## config.mk

```make
export PLATFORM = sky130hd
export DESIGN_NAME = light_judge
export DESIGN_NICKNAME = d
export VERILOG_FILES = /design/src/rtl/light_judge.sv
export SDC_FILE = /design/constraint.sdc
export NUM_CORES = 1
export LEC_CHECK = 0
export ABC_AREA = 0
export CORE_MARGIN = 1.5
export CORE_UTILIZATION = 39
export CTS_CLUSTER_DIAMETER = 80
export DETAILED_ROUTE_END_ITERATION = 16
export GPL_TIMING_DRIVEN = 0
export PLACE_DENSITY = 0.72
export SLEW_MARGIN = 0
export SYNTH_ARGS = -nofsm -noshare
export SYNTH_HDL_FRONTEND = slang
export SYNTH_SLANG_ARGS = --single-unit
```

## constraint.sdc

```tcl
create_clock -name Clock -period 1.35 [get_ports Clock]
set_input_delay 0.3375 -clock Clock [delete_from_list [all_inputs] [get_ports Clock]]
set_output_delay 0.3375 -clock Clock [all_outputs]
set_load 0.05 [all_outputs]
```

## src/rtl/light_judge.sv

```systemverilog
`default_nettype none
// ============================================================================
//  Module      : light_judge
//  Description : Game judge for the light-sweep counter. Decodes the light
//                position to LEDs, judges key presses against a target
//                position, keeps score and lives, and serves the counter.
//  Revision    : 1.0  initial release
// ============================================================================
module light_judge #(
    parameter int TARGET  = 4,
    parameter int SCORE_W = 4,
    parameter int LIVES   = 3
) (
    input  logic               Clock,
    input  logic               Reset,
    input  logic [2:0]         pos,
    input  logic               key,
    output logic               start,
    output logic [4:0]         leds,
    output logic               hit,
    output logic               miss,
    output logic [SCORE_W-1:0] score,
    output logic [1:0]         lives,
    output logic               game_over
);

    localparam logic [2:0]         c_target    = 3'(TARGET);
    localparam logic [1:0]         c_lives     = 2'(LIVES);
    localparam logic [SCORE_W-1:0] c_score_max = '1;

    typedef enum logic [1:0] {
        S_IDLE  = 2'd0,
        S_SERVE = 2'd1,
        S_SWEEP = 2'd2,
        S_OVER  = 2'd3
    } state_t;

    state_t r_state;
    state_t w_state_nx;
    logic   r_key_d;
    logic   r_pressed;

    logic   w_rest;
    logic   w_key_rise;
    logic   w_do_hit;
    logic   w_do_miss;
    logic   w_set_pressed;
    logic   w_clr_pressed;
    logic   w_restart;

    // Positions 5..7 all mean "rest"; only 0..4 light an LED.
    assign w_rest     = (pos >= 3'd5);
    assign w_key_rise = key & ~r_key_d;

    // One-hot LED decode straight from the counter position.
    always_comb begin
        leds = '0;
        if (!w_rest) begin
            leds = 5'(5'b00001 << pos);
        end
    end

    // Next-state, start request and judgement decisions.
    always_comb begin
        w_state_nx    = r_state;
        start         = 1'b0;
        game_over     = 1'b0;
        w_do_hit      = 1'b0;
        w_do_miss     = 1'b0;
        w_set_pressed = 1'b0;
        w_clr_pressed = 1'b0;
        w_restart     = 1'b0;
        case (r_state)
            S_IDLE: begin
                if (w_key_rise) begin
                    w_state_nx = S_SERVE;
                end
            end
            S_SERVE: begin
                // The request drops the same cycle the counter leaves rest.
                start = w_rest;
                if (!w_rest) begin
                    w_state_nx    = S_SWEEP;
                    w_clr_pressed = 1'b1;
                end
            end
            S_SWEEP: begin
                if (!w_rest) begin
                    if (!r_pressed && w_key_rise) begin
                        w_set_pressed = 1'b1;
                        if (pos == c_target) begin
                            w_do_hit  = 1'b1;
                        end else begin
                            w_do_miss = 1'b1;
                        end
                    end
                end else begin
                    // Sweep end: an unanswered sweep costs a life; a press
                    // at rest is never judged.
                    if (!r_pressed) begin
                        w_do_miss = 1'b1;
                        w_state_nx = (lives <= 2'd1) ? S_OVER : S_SERVE;
                    end else begin
                        w_state_nx = (lives == 2'd0) ? S_OVER : S_SERVE;
                    end
                end
            end
            S_OVER: begin
                game_over = 1'b1;
                if (w_key_rise) begin
                    w_state_nx = S_IDLE;
                    w_restart  = 1'b1;
                end
            end
            default: w_state_nx = S_IDLE;
        endcase
    end

    // Game state register.
    always_ff @(posedge Clock) begin
        if (Reset) begin
            r_state <= S_IDLE;
        end else begin
            r_state <= w_state_nx;
        end
    end

    // Edge detector, press flag, pulses, score and lives.
    always_ff @(posedge Clock) begin
        if (Reset) begin
            r_key_d   <= 1'b0;
            r_pressed <= 1'b0;
            hit       <= 1'b0;
            miss      <= 1'b0;
            score     <= '0;
            lives     <= c_lives;
        end else begin
            r_key_d <= key;
            hit     <= w_do_hit;
            miss    <= w_do_miss;
            if (w_clr_pressed) begin
                r_pressed <= 1'b0;
            end else if (w_set_pressed) begin
                r_pressed <= 1'b1;
            end
            if (w_restart) begin
                score <= '0;
                lives <= c_lives;
            end else begin
                if (w_do_hit && (score != c_score_max)) begin
                    score <= score + 1'b1;
                end
                if (w_do_miss && (lives != 2'd0)) begin
                    lives <= lives - 2'd1;
                end
            end
        end
    end

endmodule
`default_nettype wire

```

==> run_summary.xml, run 1 <==
<?xml version="1.0" encoding="UTF-8"?>
<metrics>
  <group name="setup_path">
    <metric name="worst_ep_required_time" unit="ns">1.01</metric>
    <metric name="worstReg2RegStart" unit="">r_state[0]$_SDFFE_PP0P_</metric>
    <metric name="cp_data_arrival_time" unit="ns">1.11</metric>
    <metric name="worst-r2r-cell-count" unit="">5</metric>
    <metric name="worst-r2r-setup-slack" unit="ns">-0.07</metric>
    <metric name="timing.critical_path.fanout_max" unit="">3</metric>
    <metric name="crit-reg2reg-capture" unit="">score[3]$_SDFFE_PP0P_</metric>
    <metric name="critPathLaunchType" unit="">flop</metric>
    <metric name="crit_path_end_kind" unit="">primary output</metric>
    <metric name="worst-setup-path-type" unit="">flop to primary output</metric>
  </group>
  <group name="run_status">
    <metric name="status" unit="">finished with violations</metric>
    <metric name="violated_checks" unit="">setup timing</metric>
  </group>
  <group name="die">
    <metric name="io_pins" unit="">21</metric>
    <metric name="die_h" unit="um">43.6</metric>
    <metric name="fp.coreArea" unit="um2">1520</metric>
    <metric name="placementRows" unit="">14</metric>
    <metric name="die_width" unit="um">43.6</metric>
    <metric name="initial_utilization" unit="">0.421</metric>
    <metric name="design.die.area" unit="um2">1900</metric>
  </group>
  <group name="synthesis">
    <metric name="number_of_synthesized_register_bits" unit="">12</metric>
    <metric name="number_of_distinct_library_cell_variants_in_the_gate_level_netlist_after_synthesis" unit="">30</metric>
    <metric name="syn_avg_cell_area" unit="um2">8.67</metric>
    <metric name="synthesis.nets" unit="">83</metric>
    <metric name="synth_seq_area_share" unit="">0.374</metric>
    <metric name="yosysWarnings" unit="">0</metric>
    <metric name="syn-cell-area" unit="um2">642</metric>
    <metric name="synth_largest_area_cell" unit="">sky130_fd_sc_hd__dfxtp_1</metric>
    <metric name="synth.area.top_cells" unit="">sky130_fd_sc_hd__dfxtp_1 (37%), sky130_fd_sc_hd__nor3b_1 (7.0%), sky130_fd_sc_hd__ha_1 (5.8%), sky130_fd_sc_hd__a21oi_1 (5.5%), sky130_fd_sc_hd__nor3_1 (3.9%)</metric>
    <metric name="postSynthCellCount" unit="">74</metric>
    <metric name="synthDominantCellAreaShare" unit="">0.374</metric>
  </group>
  <group name="routing">
    <metric name="routed_wirelength" unit="um">1570</metric>
    <metric name="remaining_drc_errors" unit="">0</metric>
    <metric name="antenna_violating_nets_post_route" unit="">0</metric>
    <metric name="first_pass_iters" unit="">4</metric>
    <metric name="vias_per_cell" unit="">5.33</metric>
    <metric name="wl_per_cell" unit="um">13.3</metric>
    <metric name="detailroute.via_count" unit="">629</metric>
    <metric name="initial_drc_count" unit="">12</metric>
  </group>
  <group name="clock_tree">
    <metric name="cts_sinks" unit="">12</metric>
    <metric name="clk_path_buf_depth" unit="">2</metric>
    <metric name="clock_tree_from_tritoncts" unit="">yes</metric>
    <metric name="cts.htree.levels" unit="">1</metric>
    <metric name="cts_made_buffers" unit="">3</metric>
    <metric name="worst_setup_hold_path_clk_slew" unit="ns">0.07</metric>
    <metric name="cts.hold.buffers_added" unit="">0</metric>
    <metric name="cts-root-buf" unit="">sky130_fd_sc_hd__clkbuf_4</metric>
    <metric name="worst_skew_pair.late_latency" unit="ns">0.28</metric>
  </group>
  <group name="grt">
    <metric name="grt_pass1_wl" unit="um">2460</metric>
    <metric name="globalRouteTotalUtil" unit="">0.184</metric>
    <metric name="grt_max_degree" unit="">9</metric>
    <metric name="via_count_of_the_first_global_routing_pass" unit="">562</metric>
    <metric name="antenna_found_initial" unit="">0</metric>
    <metric name="globalRoute.totalOverflow" unit="">0</metric>
  </group>
  <group name="final_layout">
    <metric name="syn2layout_area_growth" unit="%">51.3</metric>
    <metric name="fin_area" unit="um2">971</metric>
    <metric name="num-nets-final" unit="">112</metric>
    <metric name="most_common_library_cell_in_the_layout_ignoring_fill_and_taps" unit="">sky130_fd_sc_hd__buf_2</metric>
    <metric name="final_core_util" unit="">0.637</metric>
    <metric name="num_antenna_cells" unit="">0</metric>
    <metric name="share_of_final_layout_standard_cells_stronger_than_drive_strength_1" unit="">0.461</metric>
    <metric name="final_cell_mix" unit="">sky130_fd_sc_hd__buf_2 (10), sky130_fd_sc_hd__a21oi_1 (6), sky130_fd_sc_hd__dfxtp_1 (6)</metric>
  </group>
  <group name="placement">
    <metric name="io_buffers" unit="">20</metric>
    <metric name="placed_area" unit="um2">888</metric>
    <metric name="dp_hpwl" unit="um">1060</metric>
    <metric name="globalplace.congestion" unit="">0.751</metric>
  </group>
  <group name="sta">
    <metric name="number_of_pins_exceeding_their_max_slew_limit_in_the_final_report" unit="">0</metric>
    <metric name="fin_worst_skew" unit="ns">0.00320</metric>
    <metric name="period_utilisation_layout" unit="">1.07</metric>
    <metric name="unrepaired_setup_endpoints_after_global_routing" unit="">true</metric>
    <metric name="fmax" unit="MHz">692</metric>
    <metric name="final-setup-viol-count" unit="">5</metric>
    <metric name="worst_max_slew_pin_slew" unit="ns">0.363</metric>
    <metric name="min_period" unit="ns">1.44</metric>
    <metric name="timing.final.ws_setup" unit="ns">-0.0947</metric>
    <metric name="slew_headroom" unit="">0.758</metric>
    <metric name="hold_viol" unit="">0</metric>
  </group>
  <group name="min_path">
    <metric name="number_of_cells_on_the_worst_hold_path" unit="">4</metric>
    <metric name="worst_hold_path_ep" unit="">miss$_SDFF_PP0_</metric>
    <metric name="timing.hold.worst.start" unit="">pos[2]</metric>
    <metric name="hold_path_class" unit="">primary input to flop</metric>
  </group>
  <group name="pwr">
    <metric name="p_leak" unit="uW">0.000412</metric>
    <metric name="totalPowerFinal" unit="uW">828</metric>
    <metric name="cell_pwr_density" unit="nW/um2">853</metric>
    <metric name="peak_supply_drop" unit="V">0.000642</metric>
  </group>
  <group name="job">
    <metric name="drv_cap" unit="">0</metric>
  </group>
</metrics>
-- layer usage --
layer	up-vias	wire, um	track usage
met3	5	74	0.0625
met5	-	0	0
met1	291	677	0.197
met4	0	34	0.109
met2	12	778	0.309
li1	321	-	-
-- stage by stage --
step / worst slack, ns / hold slack (ns) / std cells / TNS (ns)
2_1_floorplan: -0.282 / 0.407 / 74 / -0.974
3_3_place_gp: -1.21 / 0.465 / 110 / -12.20
3_5_place_dp: -1.25 / 0.469 / 110 / -12.68
4_1_cts: -0.0957 / 0.451 / 118 / -0.172
5_1_grt: -0.130 / 0.466 / 118 / -0.516
6_report: -0.0947 / 0.461 / 118 / -0.256
-- flip-flops by register name, summed over array words and instances (netlist names) --
| signal | flops |
|---|---|
| score | 4 |
| lives | 2 |
| r_key_d | 1 |
| r_pressed | 1 |
| hit | 1 |
| miss | 1 |
| r_state | 2 |
-- worst max-delay path, stage by stage (launching register included) --
cell and delay, ns:
sky130_fd_sc_hd__dfxtp_2 0.37, sky130_fd_sc_hd__buf_8 0.10, sky130_fd_sc_hd__nor3b_4 0.18, sky130_fd_sc_hd__buf_6 0.18
-- how the worst max path moves through the flow --
stage	startpoint	to	depth (start not counted)	slack, ns
global route	r_state[0]$_SDFFE_PP0P_	start	3	-0.13
detailed placement	pos[2]	start	4	-1.25
floorplan	pos[1]	score[3]$_SDFFE_PP0P_	4	-0.28
global placement	pos[0]	start	4	-1.21
finish	r_state[0]$_SDFFE_PP0P_	start	3	-0.09
CTS	r_state[0]$_SDFFE_PP0P_	start	3	-0.1
-- final cells by class --
type / count / area (um2)
plain buffers: 1 / 15.0
clock buffers: 4 / 36.3
fillers: 130 / 553
inverters: 4 / 15.0
multi-input cells: 57 / 445
flip-flops and latches: 12 / 250
well taps: 16 / 20.0
repair buffers: 24 / 189
-- cell usage after synthesis --
cell type / n
sky130_fd_sc_hd__nand2b_1: 1
sky130_fd_sc_hd__nor3b_2: 1
sky130_fd_sc_hd__o21ai_0: 2
sky130_fd_sc_hd__and2_1: 1
sky130_fd_sc_hd__ha_1: 3
sky130_fd_sc_hd__and3b_2: 1
sky130_fd_sc_hd__nand4_2: 1
sky130_fd_sc_hd__nand3_1: 3
sky130_fd_sc_hd__nor3b_4: 1
sky130_fd_sc_hd__and3_1: 1
sky130_fd_sc_hd__nor3b_1: 6
sky130_fd_sc_hd__clkbuf_1: 1
sky130_fd_sc_hd__and2b_1: 1
sky130_fd_sc_hd__or3_1: 1
sky130_fd_sc_hd__xnor2_1: 1
sky130_fd_sc_hd__nand2_1: 4
sky130_fd_sc_hd__a211oi_1: 2
sky130_fd_sc_hd__o21a_1: 1
sky130_fd_sc_hd__nor3_1: 5
sky130_fd_sc_hd__o211ai_1: 1
sky130_fd_sc_hd__nor2_1: 4
sky130_fd_sc_hd__a311oi_1: 1
sky130_fd_sc_hd__o21ai_1: 2
sky130_fd_sc_hd__a21o_1: 1
sky130_fd_sc_hd__xor2_1: 1
sky130_fd_sc_hd__a21oi_1: 7
sky130_fd_sc_hd__nor2b_1: 3
sky130_fd_sc_hd__a31oi_1: 1
sky130_fd_sc_hd__inv_1: 4
sky130_fd_sc_hd__dfxtp_1: 12
-- cells by family (layout without fill, tap and decap cells) --
family                     count (synthesis)  in the layout  synth area share
AOI/OAI and AO/OA                         18             18             0.168
xor gates and xnor gates                   2              2            0.0273
adders and majority gates                  3              3            0.0585
buffers and inverters                      5             33            0.0292
DFF                                       12             12             0.374
and+or+nand+nor                           34             34             0.343
-- power by group --
group | switching [uW] | internal, uW
clock network | 121 | 164
logic | 99.7 | 71.0
registers | 10.4 | 362
total | 231 | 597
-- timing repair --
item,4_1_cts,5_1_grt
pin swaps,4,6
gates cloned,0,0
endpoints found under the setup margin,25,13
setup buffers,4,0
gates resized for setup,102,14
Power figures use the tool's default switching activity.
==> run 2: changes to the inputs <==
--- a/config.mk
+++ b/config.mk
@@ -12,7 +12,7 @@
 export DETAILED_ROUTE_END_ITERATION = 16
 export GPL_TIMING_DRIVEN = 0
 export PLACE_DENSITY = 0.72
-export SLEW_MARGIN = 0
+export SLEW_MARGIN = 20
 export SYNTH_ARGS = -nofsm -noshare
 export SYNTH_HDL_FRONTEND = slang
 export SYNTH_SLANG_ARGS = --single-unit
==> results of run 2 <==
Same layout as run 1: the final DEF is identical, and so are final timing and power.
